[config.mk]
export PLATFORM = sky130hd
export DESIGN_NAME = fetch_unit
export DESIGN_NICKNAME = d
export VERILOG_FILES = /design/src/rtl/fetch_unit.sv
export SDC_FILE = /design/constraint.sdc
export NUM_CORES = 1
export LEC_CHECK = 0
export CAP_MARGIN = 20
export CORE_UTILIZATION = 39
export DETAILED_ROUTE_END_ITERATION = 6
export GPL_ROUTABILITY_DRIVEN = 1
export MAX_ROUTING_LAYER = met4
export PLACE_DENSITY_LB_ADDON = 0.12
export RECOVER_POWER = 50
export REMOVE_ABC_BUFFERS = 1
export SYNTH_ARGS = -nofsm -noshare
export SYNTH_HDL_FRONTEND = slang
export SYNTH_SLANG_ARGS = --single-unit
[constraint.sdc]
create_clock -name clk -period 1.8 [get_ports clk]
set_clock_uncertainty 0.15 [all_clocks]
set_input_delay 0.36 -clock clk [delete_from_list [all_inputs] [get_ports clk]]
set_output_delay 0.36 -clock clk [all_outputs]
set_load 0.05 [all_outputs]
[src/rtl/fetch_unit.sv]
// fetch_unit: instruction-fetch stage feeding the multicycle controller.
// Owns the PC and instruction register and runs a variable-latency
// request/valid handshake to instruction memory, with redirect support.
// Optional build macro FETCH_MISALIGN_CHK_EN adds a misalign output and
// suppresses requests at non-word-aligned PCs; without it the low two
// address bits are forced to zero on the memory side.

package fetch_unit_pkg;
  typedef enum logic [6:0] {
    OP_LOAD   = 7'b0000011,
    OP_FENCE  = 7'b0001111,
    OP_IMM    = 7'b0010011,
    OP_AUIPC  = 7'b0010111,
    OP_STORE  = 7'b0100011,
    OP_REG    = 7'b0110011,
    OP_LUI    = 7'b0110111,
    OP_BRANCH = 7'b1100011,
    OP_JALR   = 7'b1100111,
    OP_JAL    = 7'b1101111,
    OP_SYSTEM = 7'b1110011
  } rv32i_opcode_t;
endpackage

module fetch_unit
  import fetch_unit_pkg::*;
#(
  parameter int                WIDTH    = 32,
  parameter logic [WIDTH-1:0]  RESET_PC = '0
) (
  input  logic              clk,
  input  logic              rst,
  input  logic              fetch_start,
  input  logic              pc_load,
  input  logic [WIDTH-1:0]  pc_target,
  output logic              imem_req,
  output logic [WIDTH-1:0]  imem_addr,
  input  logic [31:0]       imem_rdata,
  input  logic              imem_rvalid,
  output logic [31:0]       instr,
  output rv32i_opcode_t     opcode,
  output logic [WIDTH-1:0]  pc,
  output logic [WIDTH-1:0]  instr_pc,
  output logic              fetch_done,
`ifdef FETCH_MISALIGN_CHK_EN
  output logic              misalign,
`endif
  output logic              busy
);

  localparam logic [31:0]      NOP     = 32'h00000013;
  localparam logic [WIDTH-1:0] PC_STEP = WIDTH'(4);

  typedef enum logic [1:0] {IDLE, REQ, WAIT, DONE} state_t;

  state_t state;
  logic   kill;      // in-flight response belongs to a redirected-away fetch
  logic   issue_ok;  // the PC about to enter REQ may be sent to memory

`ifdef FETCH_MISALIGN_CHK_EN
  // A request is only issued when the PC it will use is word aligned
  assign issue_ok  = ((pc_load ? pc_target[1:0] : pc[1:0]) == 2'b00);
  assign imem_addr = pc;
`else
  // Memory always sees a word address; the PC itself is left untouched
  assign issue_ok  = 1'b1;
  assign imem_addr = {pc[WIDTH-1:2], 2'b00};
`endif

  // Opcode is a plain view of the low instruction bits
  assign opcode = rv32i_opcode_t'(instr[6:0]);

  // Fetch FSM with registered request/done/busy outputs and PC/IR ownership
  always_ff @(posedge clk or negedge rst) begin
    if (!rst) begin
      state      <= IDLE;
      kill       <= 1'b0;
      pc         <= RESET_PC;
      instr_pc   <= RESET_PC;
      instr      <= NOP;
      imem_req   <= 1'b0;
      fetch_done <= 1'b0;
      busy       <= 1'b0;
`ifdef FETCH_MISALIGN_CHK_EN
      misalign   <= 1'b0;
`endif
    end else begin
      imem_req   <= 1'b0;
      fetch_done <= 1'b0;
      case (state)
        IDLE: begin
          // A same-cycle redirect is applied first so the fetch uses it
          if (pc_load) pc <= pc_target;
          if (fetch_start) begin
            state    <= REQ;
            busy     <= 1'b1;
            imem_req <= issue_ok;
`ifdef FETCH_MISALIGN_CHK_EN
            misalign <= 1'b0;
`endif
          end
        end
        REQ: begin
`ifdef FETCH_MISALIGN_CHK_EN
          if (pc[1:0] != 2'b00) begin
            // No memory access: complete at once with an illegal instruction
            state      <= DONE;
            fetch_done <= 1'b1;
            misalign   <= 1'b1;
            instr      <= 32'h00000000;
            instr_pc   <= pc;
            if (pc_load) pc <= pc_target;
          end else
`endif
          begin
            // Response (if any) cannot arrive this cycle; a redirect here
            // orphans the request that is going out right now
            state <= WAIT;
            if (pc_load) begin
              pc   <= pc_target;
              kill <= 1'b1;
            end
          end
        end
        WAIT: begin
          if (pc_load) pc <= pc_target;
          if (imem_rvalid) begin
            if (kill || pc_load) begin
              // Stale response: drop it and re-issue at the redirected PC
              state    <= REQ;
              kill     <= 1'b0;
              imem_req <= issue_ok;
            end else begin
              instr      <= imem_rdata;
              instr_pc   <= pc;
              pc         <= pc + PC_STEP;
              state      <= DONE;
              fetch_done <= 1'b1;
            end
          end else if (pc_load) begin
            kill <= 1'b1;
          end
        end
        DONE: begin
          // A redirect here overrides the sequential increment
          if (pc_load) pc <= pc_target;
          state <= IDLE;
          busy  <= 1'b0;
        end
        default: begin
          state <= IDLE;
          busy  <= 1'b0;
        end
      endcase
    end
  end

endmodule

==> flow_summary.ini, run 1 <==
[place]
dp.cells = 877
gp_congestion = 0.811
dp_hpwl_um = 10100
place_ws_ns = -0.529
port_buffers = 204

[die]
die_h_um = 113
core_sq_mm = 0.0120
initial_utilization_pct = 40.0
rows = 40
io_pins = 207
dieArea_sq_mm = 0.0128
die_x_um = 113

[route]
finalWirelength_um = 13900
route.detailed.wl_per_inst_um = 15.5
drc = 0
drt_first_pass_iters = 5
num_vias = 4469
via_per_inst = 4.98
drtIter0Drc = 388
ant_nets = 0

[status]
status = finished, violations left
failed_checks = setup timing

[grt]
grt_usage_pct = 22.9
grt_use_met2_pct = 37.1
antenna_found_initial = 0
grt_pass1_wl_um = 22400
grtUsageMet3_pct = 4.12
grt_remaining_overflow = 0
grt_max_degree = 59
grt_use_met1_pct = 29.5
grt.busiest_layer = met2
first_global_vias = 4408

[finish]
seqCellArea_sq_mm = 0.00256
stdcell_count = 897
area_growth_pct = 64.4
nFillCells = 985
diodes = 0
fin_nets = 815
multiInputGateArea_sq_mm = 0.00181
drive_above_1_share_pct = 32.5

[synthesis]
ys.flop_type = dfrtp_1
yosysSeqAreaShare_pct = 53.2
postSynthCellCount = 530
synth_area_leaders = dfrtp_1, nand2_1, buf_4
yosysUniqueCellTypes = 52
synth_top_area_share_pct = 51.5
synth-seq-cells = 102
yosysWarningCount = 0
syn_area_sq_mm = 0.00481
syn_avg_cell_area_sq_um = 9.07
yosysTopAreaCell = dfrtp_1
synth-edff-count = 0
ys_async_sr_fraction_pct = 100

[min_path]
hold_path.class = in -> async

[setup_path]
crit_fanout = 6
r2r_cells = 5
cp.required_ns = 1.88
cp-end-kind = flop
crit_type = reg -> reg
setup.worst_path.start_class = flop
cp.arrival_ns = 1.89

[sta]
rsz0062_at_grt = yes
fin_ws_ns = -0.00629
hold_viol = 0
post-route-period-util_pct = 100
tightest_slew_ns = 0.740
slew_headroom_pct = 50.6
min_period_ns = 1.81
fmax_mhz = 554
setup_viol = 1
report.final.slew_viol_count = 0

[clock_network]
clk_pin_slew_ns = 0.07
clk_latency_ns = 0.34
cts_tree = yes
cts_root_buffer = clkbuf_16
h-tree-depth = 3
clock_sinks = 102
cts_buffer_depth = 2
cts_made_buffers = 9

[power_and_ir_drop]
p_per_area_mw_per_mm2 = 1620
p_leak_nw = 3.89
ir_worst_vdd_mv = 1.05

[flow_run]
cap_violations = 0
cell usage after synthesis (all sizes together) (2+ instances only):
cell type,n
dfrtp,99
nor3,2
and2,4
inv,12
and3,6
nand2,210
o21bai,2
o221a,3
o211a,2
dfstp,3
o21ai,7
a311o,2
o22ai,6
o211ai,3
a21oi,16
mux2,2
a221oi,6
a22oi,2
buf,50
clkbuf,17
nand4,10
a311oi,8
nand2b,2
a211oi,4
o21ba,2
nand3,12
nor2,18
xor2,3
mux2i,3
through the flow:
stage | cell area, sq um | hold slack [ns] | TNS (ns) | total power (W) | utilization (%)
6_report | 7900 | 0.254 | -0.00629 | 0.0128 | 65.8
3_5_place_dp | 7630 | 0.0342 | -28.55 | 0.0109 | 63.5
5_1_grt | 7900 | 0.265 | -0.466 | 0.0134 | 65.8
3_3_place_gp | 7630 | 0.0314 | -25.18 | 0.0108 | 63.5
4_1_cts | 8050 | 0.214 | 0 | 0.0133 | 67.1
2_1_floorplan | 4370 | -0.0856 | -235.78 | 0.00778 | -
cell type report:
type	count	area share (%)
timing repair buffer	270	37.0
sequential	102	32.4
multi-input combinational	350	22.9
clock buffer	10	3.03
tap	147	2.33
clock inverter	6	1.68
inverter	12	0.634
layer usage:
layer  vias up  share of wire, %
met4         0               1.3
li1       2149                 -
met5         -                 0
met2       181                48
met3        17               6.2
met1      2122                44
where the power goes:
| group | switching [W] | total [W] | internal, W | leakage, nW |
|---|---|---|---|---|
| Clock | 0.000849 | 0.00238 | 0.00154 | 0.179 |
| Combinational | 0.00466 | 0.00681 | 0.00216 | 2.48 |
| Sequential | 0.000514 | 0.00362 | 0.00311 | 1.24 |
| Total | 0.00602 | 0.0128 | 0.00680 | 3.89 |
sequential cells by signal (all words and copies together), names as in the netlist:
register / cells
state: 2
instr: 32
busy: 1
fetch_done: 1
kill: 1
instr_pc: 32
imem_req: 1
pc: 32
critical path, cell delays in order, from the launching register on:
cell and delay [ns]:
dfrtp_1 0.43, and4_2 0.23, nor2b_2 0.17, and3_2 0.26
a211o_2 0.34, o211a_1 0.11
cell usage in the layout (no fill, tap or decap), drive strengths merged, types with 2 or more instances in the layout:
cell and count:
a211oi 4, a21oi 16, a221oi 6, a22oi 2
a311o 2, a311oi 8, and2 4, and3 6
buf 145, bufinv 4, clkbuf 68, clkdlybuf4s50 65
conb 2, dfrtp 99, dfstp 3, inv 12
mux2 2, mux2i 3, nand2 210, nand2b 2
nand3 12, nand4 10, nor2 18, nor3 2
o211a 2, o211ai 3, o21ai 7, o21ba 2
o21bai 2, o221a 3, o22ai 6, xor2 3
logic make-up (layout without fill, tap and decap cells):
group	Yosys count	after routing	share of synthesized area [%]
AOI/OAI and AO/OA	70	70	10.9
xor gates and xnor gates	3	3	0.547
adders and majority gates	1	1	0.260
buffers and inverters	79	298	10.0
DFF	102	102	53.2
muxes	5	5	1.09
other	1	2	0.0780
and+or+nand+nor	269	269	23.8
timing repair:
item,in CTS,in global routing
hold endpoints to repair,99,0
endpoints found under the setup margin,19,17
buffers inserted,2,1
pin swaps,3,4
gates resized for setup,12,7
hold buffers,1,0
cloned,0,0
final timing paths:
kind                               from      endpoint  slack, ns
setup / recovery                  pc[4]        pc[29]     -0.006
hold / removal                      rst     instr[28]       0.25
setup reg to reg                  pc[4]        pc[29]     -0.006
hold reg to reg            instr_pc[17]  instr_pc[17]       0.32
max in group asynchronous           rst      imem_req       0.22
min in group clk            imem_rvalid      state[0]       0.31
Note: power is estimated with default switching activity, not from simulation.
==> run 2, diff against run 1 <==
Settings changed: ABC_AREA from default to 1, CORE_UTILIZATION 39 to 45.
Clock period 1.8 ns to 2.3 ns, I/O delays scaled along.
==> run 2 against run 1 <==
  * Combinational power decreased by 14%
  * Setup slack better by 0.034 ns
  * The flow now finishes without violations
  * Largest cell class is now sequential cells
  * Count of clock-buffer cells in the layout stayed put
  * Non-clock buffer count decreased by 53
  * Hold slack better by 0.064 ns
  * Synthesized cell count up 25%
  * Sequential share of layout area grew 2.3 points
  * Largest power group unchanged
  * Wire length rose by 0.35%
  * Utilization is 1.0 points higher
  * Global-route usage increased by 2.1 points
  * Sequential power shrank 17%
  * Register-to-register slack better by 0.36 ns
==> flow_summary.ini, run 2 <==
[synthesis]
syn_area_sq_mm = 0.00517
syn_avg_cell_area_sq_um = 7.84
synth-seq-cells = 102
yosysSeqAreaShare_pct = 49.4
ys_async_sr_fraction_pct = 100
yosysUniqueCellTypes = 32
ys.flop_type = dfrtp_1
synth_top_cells_by_count = nand2_1, dfrtp_1, inv_1
synth_top_area_share_pct = 47.9
yosysWarningCount = 0
synth-edff-count = 0
postSynthCellCount = 660
yosys.cell_count.top_type = nand2_1
synth_area_leaders = dfrtp_1, nand2_1, buf_4
yosysTopAreaCell = dfrtp_1

[finish]
fin_area_sq_mm = 0.00737
multiInputGateArea_sq_mm = 0.00196
stdcell_count = 968
nFillCells = 973
seqCellArea_sq_mm = 0.00256
drive_above_1_share_pct = 5.56
diodes = 0
final_cell_mix = nand2_1, clkdlybuf4s50_1, dfrtp_1
top_regs = instr x32, instr_pc x32, pc x32
layout_commonest_cell = nand2_1
area_growth_pct = 42.4
fin_nets = 893

[power_and_ir_drop]
p_total_w = 0.0106
ir_worst_vdd_mv = 0.897
p_per_area_mw_per_mm2 = 1440
p_leak_nw = 3.60

[die]
die_x_um = 109
io_pins = 207
core_sq_mm = 0.0110
initial_utilization_pct = 46.9
dieArea_sq_mm = 0.0119
die_h_um = 109
rows = 38

[place]
port_buffers = 204
gp_congestion = 0.802
dp.cells = 951
dpl-instance-area_sq_mm = 0.00706
dp_hpwl_um = 10000

[sta]
post-route-period-util_pct = 98.8
report.final.slew_viol_count = 0
fmax_mhz = 440
slew_headroom_pct = 40.3
min_period_ns = 2.27
hold_viol = 0
setup_viol = 0
fin_hold_ws_ns = 0.318
tightest_slew_ns = 0.896
rsz0062_at_grt = yes

[route]
drtIter0Drc = 281
drt_first_pass_iters = 5
finalWirelength_um = 13900
drc = 0
ant_nets = 0
via_per_inst = 5.05
num_vias = 4884
route.detailed.wl_per_inst_um = 14.4

[setup_path]
cp.arrival_ns = 1.66
crit_family = buffers and inverters
slowest_stage = clkdlybuf4s50_1
cp.required_ns = 1.69
r2r_cells = 8
setup.worst_path.start_class = flop
cp.depth = 1
crit_chain = clkdlybuf4s50_1
crit_path_max_incr_delay_ns = 0.85
cp_num_buf_inv = 1
crit_fanout = 6
crit_type = reg -> out
cp-end-kind = output pin

[clock_network]
cts_root_buffer = clkbuf_16
clk_latency_ns = 0.34
clk_pin_slew_ns = 0.07
cts_buffer_depth = 2
cts_made_buffers = 9
clock_sinks = 102
h-tree-depth = 3
cts_tree = yes

[grt]
grt_pass1_wl_um = 22300
grt_remaining_overflow = 0
antenna_found_initial = 0
first_global_vias = 4760
grt_usage_pct = 25.1
grt_max_degree = 51

[min_path]
hold_depth = 2
hold_path.class = reg -> reg

[flow_run]
cap_violations = 0

[status]
status = completed
[run 2: cell count changes after synthesis, moves of 8 or more]
cell	before	now
a21oi_1	16	5
a311oi_1	8	0
clkbuf_1	16	6
inv_1	12	50
nand2_1	210	250
nand3_1	12	43
nor2_1	17	45
o211ai_1	3	13
o21ai_0	7	39
o21ai_1	0	8
[run 2: per-stage QoR]
stage / utilization, % / setup TNS, ns / worst slack (ns)
4_1_cts: 67.2 / 0 / 0.00517
5_1_grt: 66.8 / -0.404 / -0.0239
3_3_place_gp: 64.0 / 0 / 0.189
2_1_floorplan: - / -51.37 / -0.766
3_5_place_dp: 64.0 / 0 / 0.145
6_report: 66.8 / 0 / 0.0281
[run 2: layer usage]
layer  up-vias  GRT usage, %  share of wire (%)
li1       2375             -                  -
met1      2285          29.9                 41
met2       206          41.5                 49
met3        18          5.62                8.0
met4         0          9.24                1.7
met5         -             -                  0
[run 2: area by class of cell]
cell class	count	area share, %
flip-flops and latches	102	34.7
repair buffers	217	28.8
multi-input cells	441	26.6
clock buffers	10	3.24
inverters	52	2.73
well taps	140	2.38
clock inverters	6	1.56
[run 2: timing repair]
action | 4_1_cts | 5_1_grt
hold endpoints to repair | 12 | 0
endpoints found under the setup margin | 7 | 18
pin swaps | 0 | 0
buffers inserted | 0 | 0
gates resized for setup | 7 | 16
hold buffers | 1 | 0
[run 2: final timing paths]
path | startpoint | endpoint | slack (ns)
worst max-delay path | pc[3] | imem_addr[3] | 0.03
worst min-delay path | instr_pc[17] | instr_pc[17] | 0.32
worst max register to register | state[0] | pc[25] | 0.35
worst min register to register | instr_pc[17] | instr_pc[17] | 0.32
max in group asynchronous | rst | instr[13] | 0.25
min in group asynchronous | rst | pc[0] | 0.61
[run 2: tightest hold or removal path, stage by stage (launching register included)]
cell     delay [ns]
dfrtp_1        0.34
nand2_1        0.05
nand2_1        0.05
[run 2: logic make-up (layout without fill, tap and decap cells)]
group,Yosys count,in the layout,share of synthesized area [%]
simple gates,362,362,29.0
fa+ha+maj,1,1,0.242
other cells,1,2,0.0725
compound gates,75,75,8.37
flops,102,102,49.4
mux,1,1,0.194
buf+inv,118,285,12.7
[run 2: report_power, final]
group          internal [W]  switching, W  leakage (nW)
sequential          0.00249      0.000519          1.26
clock               0.00110      0.000688         0.170
combinational       0.00177       0.00406          2.18
total               0.00536       0.00527          3.60
==> run 3, diff against run 2 <==
Settings changed: SLEW_MARGIN from default to 40.
==> results of run 3 <==
Same layout as run 2: the final DEF is identical, and so are final timing and power.
